[config.mk]
export PLATFORM = sky130hd
export DESIGN_NAME = mem_access_scheduler
export DESIGN_NICKNAME = d
export VERILOG_FILES = /design/src/rtl/mem_access_scheduler.sv
export SDC_FILE = /design/constraint.sdc
export NUM_CORES = 1
export LEC_CHECK = 0
export ABC_AREA = 1
export CAP_MARGIN = 20
export CORE_ASPECT_RATIO = 1.75
export CORE_UTILIZATION = 49
export DETAILED_ROUTE_END_ITERATION = 6
export MAX_ROUTING_LAYER = met4
export PLACE_DENSITY = 0.83
export SKIP_LAST_GASP = 1
export SLEW_MARGIN = 5
export SYNTH_ARGS = -nofsm -noshare
export SYNTH_HDL_FRONTEND = slang
export SYNTH_SLANG_ARGS = --single-unit
[constraint.sdc]
create_clock -name clk -period 2.2 [get_ports clk]
set_input_delay 0.44 -clock clk [delete_from_list [all_inputs] [get_ports clk]]
set_output_delay 0.44 -clock clk [all_outputs]
set_load 0.005 [all_outputs]
[src/rtl/mem_access_scheduler.sv]
// Request scheduler in front of a 4x4 sub-banked memory. It queues reads and writes,
// holds back a write that collides with a read on the same sub-bank, and returns read data.

module sched_fifo #(
  parameter int W     = 8,
  parameter int DEPTH = 4
) (
  input  logic         clk,
  input  logic         rst,
  input  logic         i_push,
  input  logic [W-1:0] i_din,
  input  logic         i_pop,
  output logic [W-1:0] o_head,
  output logic         o_empty,
  output logic         o_full
);
  localparam int PW = $clog2(DEPTH);
  localparam int CW = PW + 1;
  localparam logic [CW-1:0] FULL_CNT = CW'(DEPTH);

  logic [W-1:0]  r_mem [DEPTH];
  logic [PW-1:0] r_wptr;
  logic [PW-1:0] r_rptr;
  logic [CW-1:0] r_cnt;

  // NOTE: storage has no reset; the count gates every use of it, so stale entries are never seen.
  always_ff @(posedge clk) begin
    if (i_push) r_mem[r_wptr] <= i_din;
  end

  always_ff @(posedge clk) begin
    if (rst) begin
      r_wptr <= '0;
      r_rptr <= '0;
      r_cnt  <= '0;
    end else begin
      if (i_push) r_wptr <= r_wptr + PW'(1);
      if (i_pop)  r_rptr <= r_rptr + PW'(1);
      case ({i_push, i_pop})
        2'b10:   r_cnt <= r_cnt + CW'(1);
        2'b01:   r_cnt <= r_cnt - CW'(1);
        default: r_cnt <= r_cnt;
      endcase
    end
  end

  assign o_head  = r_mem[r_rptr];
  assign o_empty = (r_cnt == '0);
  assign o_full  = (r_cnt == FULL_CNT);
endmodule

module mem_access_scheduler #(
  parameter int ADDR_W       = 11,
  parameter int DATA_W       = 8,
  parameter int QDEPTH       = 4,
  parameter int STARVE_LIMIT = 2
) (
  input  logic              clk,
  input  logic              rst,
  input  logic              rd_req_valid,
  output logic              rd_req_ready,
  input  logic [ADDR_W-1:0] rd_req_addr,
  input  logic              wr_req_valid,
  output logic              wr_req_ready,
  input  logic [ADDR_W-1:0] wr_req_addr,
  input  logic [DATA_W-1:0] wr_req_data,
  output logic              rd_rsp_valid,
  output logic [DATA_W-1:0] rd_rsp_data,
  output logic              mem_ren,
  output logic              mem_wen,
  output logic [ADDR_W-1:0] mem_raddr,
  output logic [ADDR_W-1:0] mem_waddr,
  output logic [DATA_W-1:0] mem_din,
  input  logic [DATA_W-1:0] mem_dout
);
  localparam int SW = $clog2(STARVE_LIMIT + 1);
  localparam logic [SW-1:0] STARVE_MAX = SW'(STARVE_LIMIT);

  typedef enum logic {RD_PRI, WR_PRI} pri_t;

  pri_t                     r_pri;
  logic [SW-1:0]            r_starve;
  logic                     r_ren_d;
  logic                     r_rsp_valid;
  logic [DATA_W-1:0]        r_rsp_data;

  logic                     w_rd_push, w_wr_push;
  logic                     w_rd_empty, w_wr_empty;
  logic                     w_rd_full, w_wr_full;
  logic [ADDR_W-1:0]        w_rd_head;
  logic [ADDR_W+DATA_W-1:0] w_wr_head;
  logic [ADDR_W-1:0]        w_wr_head_addr;
  logic [DATA_W-1:0]        w_wr_head_data;
  logic                     w_conflict;
  logic                     w_rd_issue, w_wr_issue;
  logic [SW-1:0]            w_starve_inc;

  assign rd_req_ready = !w_rd_full;
  assign wr_req_ready = !w_wr_full;
  assign w_rd_push    = rd_req_valid && rd_req_ready;
  assign w_wr_push    = wr_req_valid && wr_req_ready;

  sched_fifo #(.W(ADDR_W), .DEPTH(QDEPTH)) u_rd_fifo (
    .clk     (clk),
    .rst     (rst),
    .i_push  (w_rd_push),
    .i_din   (rd_req_addr),
    .i_pop   (w_rd_issue),
    .o_head  (w_rd_head),
    .o_empty (w_rd_empty),
    .o_full  (w_rd_full)
  );

  sched_fifo #(.W(ADDR_W + DATA_W), .DEPTH(QDEPTH)) u_wr_fifo (
    .clk     (clk),
    .rst     (rst),
    .i_push  (w_wr_push),
    .i_din   ({wr_req_addr, wr_req_data}),
    .i_pop   (w_wr_issue),
    .o_head  (w_wr_head),
    .o_empty (w_wr_empty),
    .o_full  (w_wr_full)
  );

  assign w_wr_head_addr = w_wr_head[ADDR_W+DATA_W-1:DATA_W];
  assign w_wr_head_data = w_wr_head[DATA_W-1:0];

  // The memory drops a write that shares a sub-bank with a same-cycle read, so never issue such a pair.
  assign w_conflict = !w_rd_empty && !w_wr_empty &&
                      (w_rd_head[ADDR_W-1 -: 4] == w_wr_head_addr[ADDR_W-1 -: 4]);
  assign w_rd_issue = !rst && !w_rd_empty && !(w_conflict && r_pri == WR_PRI);
  assign w_wr_issue = !rst && !w_wr_empty && !(w_conflict && r_pri == RD_PRI);

  assign mem_ren   = w_rd_issue;
  assign mem_wen   = w_wr_issue;
  assign mem_raddr = w_rd_issue ? w_rd_head      : '0;
  assign mem_waddr = w_wr_issue ? w_wr_head_addr : '0;
  assign mem_din   = w_wr_issue ? w_wr_head_data : '0;

  assign w_starve_inc = r_starve + SW'(1);

  always_ff @(posedge clk) begin
    if (rst) begin
      r_pri    <= RD_PRI;
      r_starve <= '0;
    end else begin
      case (r_pri)
        RD_PRI: begin
          if (w_wr_issue) begin
            r_starve <= '0;
          end else if (w_conflict) begin
            r_starve <= w_starve_inc;
            if (w_starve_inc == STARVE_MAX) r_pri <= WR_PRI;
          end
        end
        WR_PRI: begin
          if (w_wr_issue) begin
            r_pri    <= RD_PRI;
            r_starve <= '0;
          end
        end
        default: r_pri <= RD_PRI;
      endcase
    end
  end

  // dout changes at the edge that samples mem_ren; capture it one edge later.
  always_ff @(posedge clk) begin
    if (rst) begin
      r_ren_d     <= 1'b0;
      r_rsp_valid <= 1'b0;
      r_rsp_data  <= '0;
    end else begin
      r_ren_d     <= w_rd_issue;
      r_rsp_valid <= r_ren_d;
      if (r_ren_d) r_rsp_data <= mem_dout;
    end
  end

  assign rd_rsp_valid = r_rsp_valid;
  assign rd_rsp_data  = r_rsp_data;
endmodule
* Word-level counts from Yosys, hierarchy flattened
Memories as Yosys holds them, arrays and structs flattened. A register that Yosys moved wholly into a read port is not among the register bits.
Index checks and enable logic that the tools add are counted.
** Storage, ports and cells
- Logic and storage cells :: 77
- Register bits :: 27
- Memories :: 2
- Output and inout port bits :: 43
- Input bits :: 42
- Bits in writable memories :: 120
** Cells by class
- $add $sub $neg :: 9
- Muxes and demuxes :: 22
- Bitwise gates (word level) :: 1
- Equality and inequality tests :: 10
- Reduce and logical (&&, ||, !) cells :: 22
** Memories
- u_wr_fifo.r_mem :: words 4, bits a word 19, rd ports 1, clocked after memory_dff 1, write ports 1, line 21 : logic [W-1:0] r_mem [DEPTH];
- u_rd_fifo.r_mem :: words 4, bits a word 11, rd ports 1, clocked after memory_dff 1, write ports 1, line 21
** Operators by type and width (count)
- 11-bit two-way mux :: 2
- 2-bit two-way mux :: 7
- 3-bit case mux with 2 select lines :: 2
- 2-bit by 1-bit adder with 2-bit output (second input constant) :: 5
- 1-bit logical AND :: 10
- 1-bit two-way mux :: 8
- 8-bit two-way mux :: 1
- 1-bit zero test :: 7
- 3-bit by 1-bit adder with 3-bit output (second input constant) :: 2
- 2-bit == test (second input constant) :: 3
- 3-bit == test (second input constant) :: 2
- 3-bit zero test :: 2
- 3-bit by 1-bit subtractor with 3-bit output (second input constant) :: 2
- 2-bit by 1-bit == test with 1-bit output (second input constant) :: 2
- 4-bit == test :: 1
- 2-bit case mux with 2 select lines :: 1
- 2-bit nonzero test :: 2
- 3-bit by 2-bit inequality test with 1-bit output (second input constant) :: 1
- 2-bit by 1-bit inequality test with 1-bit output (second input constant) :: 1
- 1-bit case mux with 2 select lines :: 1
- 2-bit AND reduction :: 1
- 1-bit NOT :: 1

* Depth between registers and ports, before layout
- Word-level depth :: 9
- Depth in mapped cells :: 19
- Mapped depth without buffers :: 18

* Hierarchy
Synthesis repeated with hierarchy kept, for this count alone.
** Unflattened totals
- Cell total of the unflattened synthesis :: 557
- Area total of the unflattened synthesis :: 6211.0 µm²
** Modules (own cells, without submodules)
- sched_fifo at u_wr_fifo :: area an instance 3300.7 µm², times used 1, cells an instance 242
- sched_fifo at u_rd_fifo :: area an instance 2074.5 µm², times used 1, cells an instance 165
- mem_access_scheduler :: area an instance 835.8 µm², times used 1, cells an instance 150

* Worst setup path before layout
Ideal clock, no wire load.
- Kind :: flip-flop to flip-flop
- Start :: register (tool-made name)
- End :: register u_rd_fifo.r_cnt[2]
- Clock period less this slack :: 2.408 ns
- Slack :: -0.208 ns
- Arrival time :: 2.286 ns
- Data required time :: 2.078 ns
- Stages on the path, launching flop included :: 18
- Library setup time :: 0.122 ns
- Cells stage by stage :: dfxtp_1 -> inv_2 -> buf_2 -> nand2_1 -> nand3_1 -> nand2_1 -> nor2_2 -> nor2_8 -> nand4_2 -> nand2_2 -> inv_1 -> ha_1 -> inv_1 -> fa_1 -> a21oi_1 -> o21ai_0 -> o21ai_0 -> a21oi_1
** RTL lines
- end signal, assigned :: line 40 : 2'b10: r_cnt <= r_cnt + CW'(1);
- end signal, assigned :: line 41 : 2'b01: r_cnt <= r_cnt - CW'(1);
- end signal, assigned :: line 42 : default: r_cnt <= r_cnt;
- end, declared :: line 24 : logic [CW-1:0] r_cnt;

==> results.tsv <==
metric	value	unit
yosysWarnings	0	
cp-start-kind	register	
dp.cells	861	
syn-instance-count	570	
ys_async_sr_fraction	0	%
crit_type	register to output pin	
status	finished, violations left	
grt_util_all_layers	25.6	%
cts.sinks	151	
finClkSkew	6.76	ps
drt_wl_total	16000	um
viasPerCell	5.25	
final_layout_size_suffix_gt1_share	33.8	%
synth_seq_cells	151	
required	1760	ps
cts_made_buffers	17	
dieWidth	87.4	um
rsz0062_at_grt	yes	
clk_pin_slew	60	ps
die-area	13200	um^2
port_buffers	84	
setup_ws	-520	ps
ant_nets	0	
period_needed	2720	ps
max_slew.worst_pin.slew	553	ps
synth-edff-count	120	
cell_internal_pwr	0.00693	W
ir_worst_vdd	0.826	mV
drv_slew	0	
grt_pass1_wl	24300	um
grt_pass1_vias	5057	
finalPower	0.0105	W
rr_worst_depth	20	
vias	4873	
synth_fp_nets	625	
ys.flop_type	edfxtp_1	
h-tree-depth	4	
hold_viol	0	
floorplan.initialDensity	50.4	%
hold_path.class	register to register	
clockRootBuffer	clkbuf_16	
antenna_cells_inserted	0	
areaGrowthSynthToFinish	41.4	%
drv_cap	0	
cp.arrival	2280	ps
synth-seq-area-share	67.5	%
antenna_found_initial	0	
r2r_setup_slack	-480	ps
clockBufferDepth	2	
violations	negative setup slack	
drc_errors	0	
wl_per_cell	17.2	um
p_comb_share	39.6	%
pin_count	85	
cp-end-kind	output pin	
timing.fmax	368	MHz
hpwl	9500	um
coreArea	12400	um^2
switching_share	33.9	%
hold_path_depth	2	
power.density	1190	nW/um^2
drtPass1Iterations	5	
clock_latency	420	ps
p_leak	3.48	nW
finalSetupTns	-15460	ps
synthesis.area	6260	um^2
core.rowCount	54	
cts_tree	yes	
crit_fanout	11	
drtIter0Drc	275	
maxSlewHeadroom	62.9	%
layout.nets	803	
final_cell_mix	120 x nor2_1, 120 x edfxtp_1, 74 x buf_4	
setup_viol	37	
synth.distinct_cells	30	
min_period_over_period	124	%
synth_area_per_cell	11.0	um^2
grt-ovfl-total	0	
clkPwrFrac	25.4	%
dieHeight	152	um
p_seq_share	35.0	%
place_congestion	0.794	
finalCoreUtilization	71.2	%
post_layout_nonfiller_instances	929	
switching_power	0.00356	W
hold_slack	494	ps
grt_max_degree	23	
-- kinds of logic after synthesis --
logic type	Yosys count	synth area share, %
simple gates	232	16.0
flops	151	67.5
compound gates	106	8.59
buf+inv	65	4.56
fa+ha+maj	13	2.84
xor+xnor	3	0.540
-- timing repair --
item,4_1_cts,5_1_grt
endpoints found under the hold margin,0,0
gates resized for setup,213,27
setup endpoints to repair,38,39
cloned,0,0
buffers inserted,31,6
hold buffers,0,0
pin swaps,39,16
-- power by group through the flow --
| stage | Combinational (W) | Sequential, W | Clock (W) |
|---|---|---|---|
| 2_1_floorplan | 0.00165 | 0.00366 | 0 |
| 3_3_place_gp | 0.00304 | 0.00368 | 0 |
| 3_5_place_dp | 0.00318 | 0.00370 | 0 |
| 4_1_cts | 0.00388 | 0.00366 | 0.00266 |
| 5_1_grt | 0.00448 | 0.00370 | 0.00280 |
| 6_report | 0.00416 | 0.00367 | 0.00267 |
-- Yosys cell counts, types with 3 or more instances --
| cell | count | area [um^2] |
|---|---|---|
| nor2_1 | 128 | 480 |
| nand3_2 | 3 | 30.0 |
| a21oi_1 | 38 | 190 |
| buf_1 | 4 | 15.0 |
| buf_2 | 6 | 30.0 |
| nand3_1 | 25 | 125 |
| clkbuf_1 | 9 | 33.8 |
| nand2_2 | 7 | 43.8 |
| ha_1 | 11 | 138 |
| dfxtp_1 | 31 | 621 |
| nand2_1 | 62 | 233 |
| inv_1 | 38 | 143 |
| edfxtp_1 | 120 | 3600 |
| buf_6 | 4 | 45.0 |
| o21ai_0 | 65 | 325 |
-- flip-flops by register name (all words and copies together) (netlist names), 3 cells and up, named ones only --
register / count
u_wr_fifo.r_mem: 76
u_rd_fifo.r_mem: 44
rd_rsp_data: 8
u_rd_fifo.r_cnt: 3
u_wr_fifo.r_cnt: 3
-- critical path: stages (launching register included) --
cell     delay, ps
dfxtp_4        400
inv_6           60
nand2_1         90
nand3_1        100
nand2_2        140
nand2_1         80
nand2_2         90
nor2_4          50
buf_6          110
nand4_4        110
nand2_8         80
buf_8          170
buf_4          130
a21oi_2        100
buf_2          130
-- layout make-up --
class,count,area [um^2]
clock buffer,17,425
clock inverter,15,118
fill,804,3580
inverter,41,186
multi-input combinational,354,2070
sequential,151,4230
tap,168,210
timing repair buffer,183,1610
-- layer usage --
| layer | GRT usage (%) | up-vias | part of all wire, % |
|---|---|---|---|
| met5 | - | - | 0 |
| met4 | 13.0 | 0 | 3.4 |
| met3 | 4.17 | 55 | 4.9 |
| met2 | 48.1 | 209 | 57 |
| met1 | 24.6 | 2314 | 35 |
| li1 | - | 2295 | - |
-- path summary, 6_finish.rpt --
| path | from | endpoint |
|---|---|---|
| min | r_starve[1] | r_starve[1] |
| max reg2reg | register | u_rd_fifo.r_cnt[2] |
| max | register | mem_raddr[6] |
| min reg2reg | r_starve[1] | r_starve[1] |
-- per-stage QoR --
step / setup WS (ps) / instance area [um^2]
2_1_floorplan: -0.598 / 6290
5_1_grt: -607 / 8850
6_report: -520 / 8850
3_5_place_dp: -444 / 7740
3_3_place_gp: -407 / 7740
4_1_cts: -492 / 8690
(Power assumes the default switching activity.)
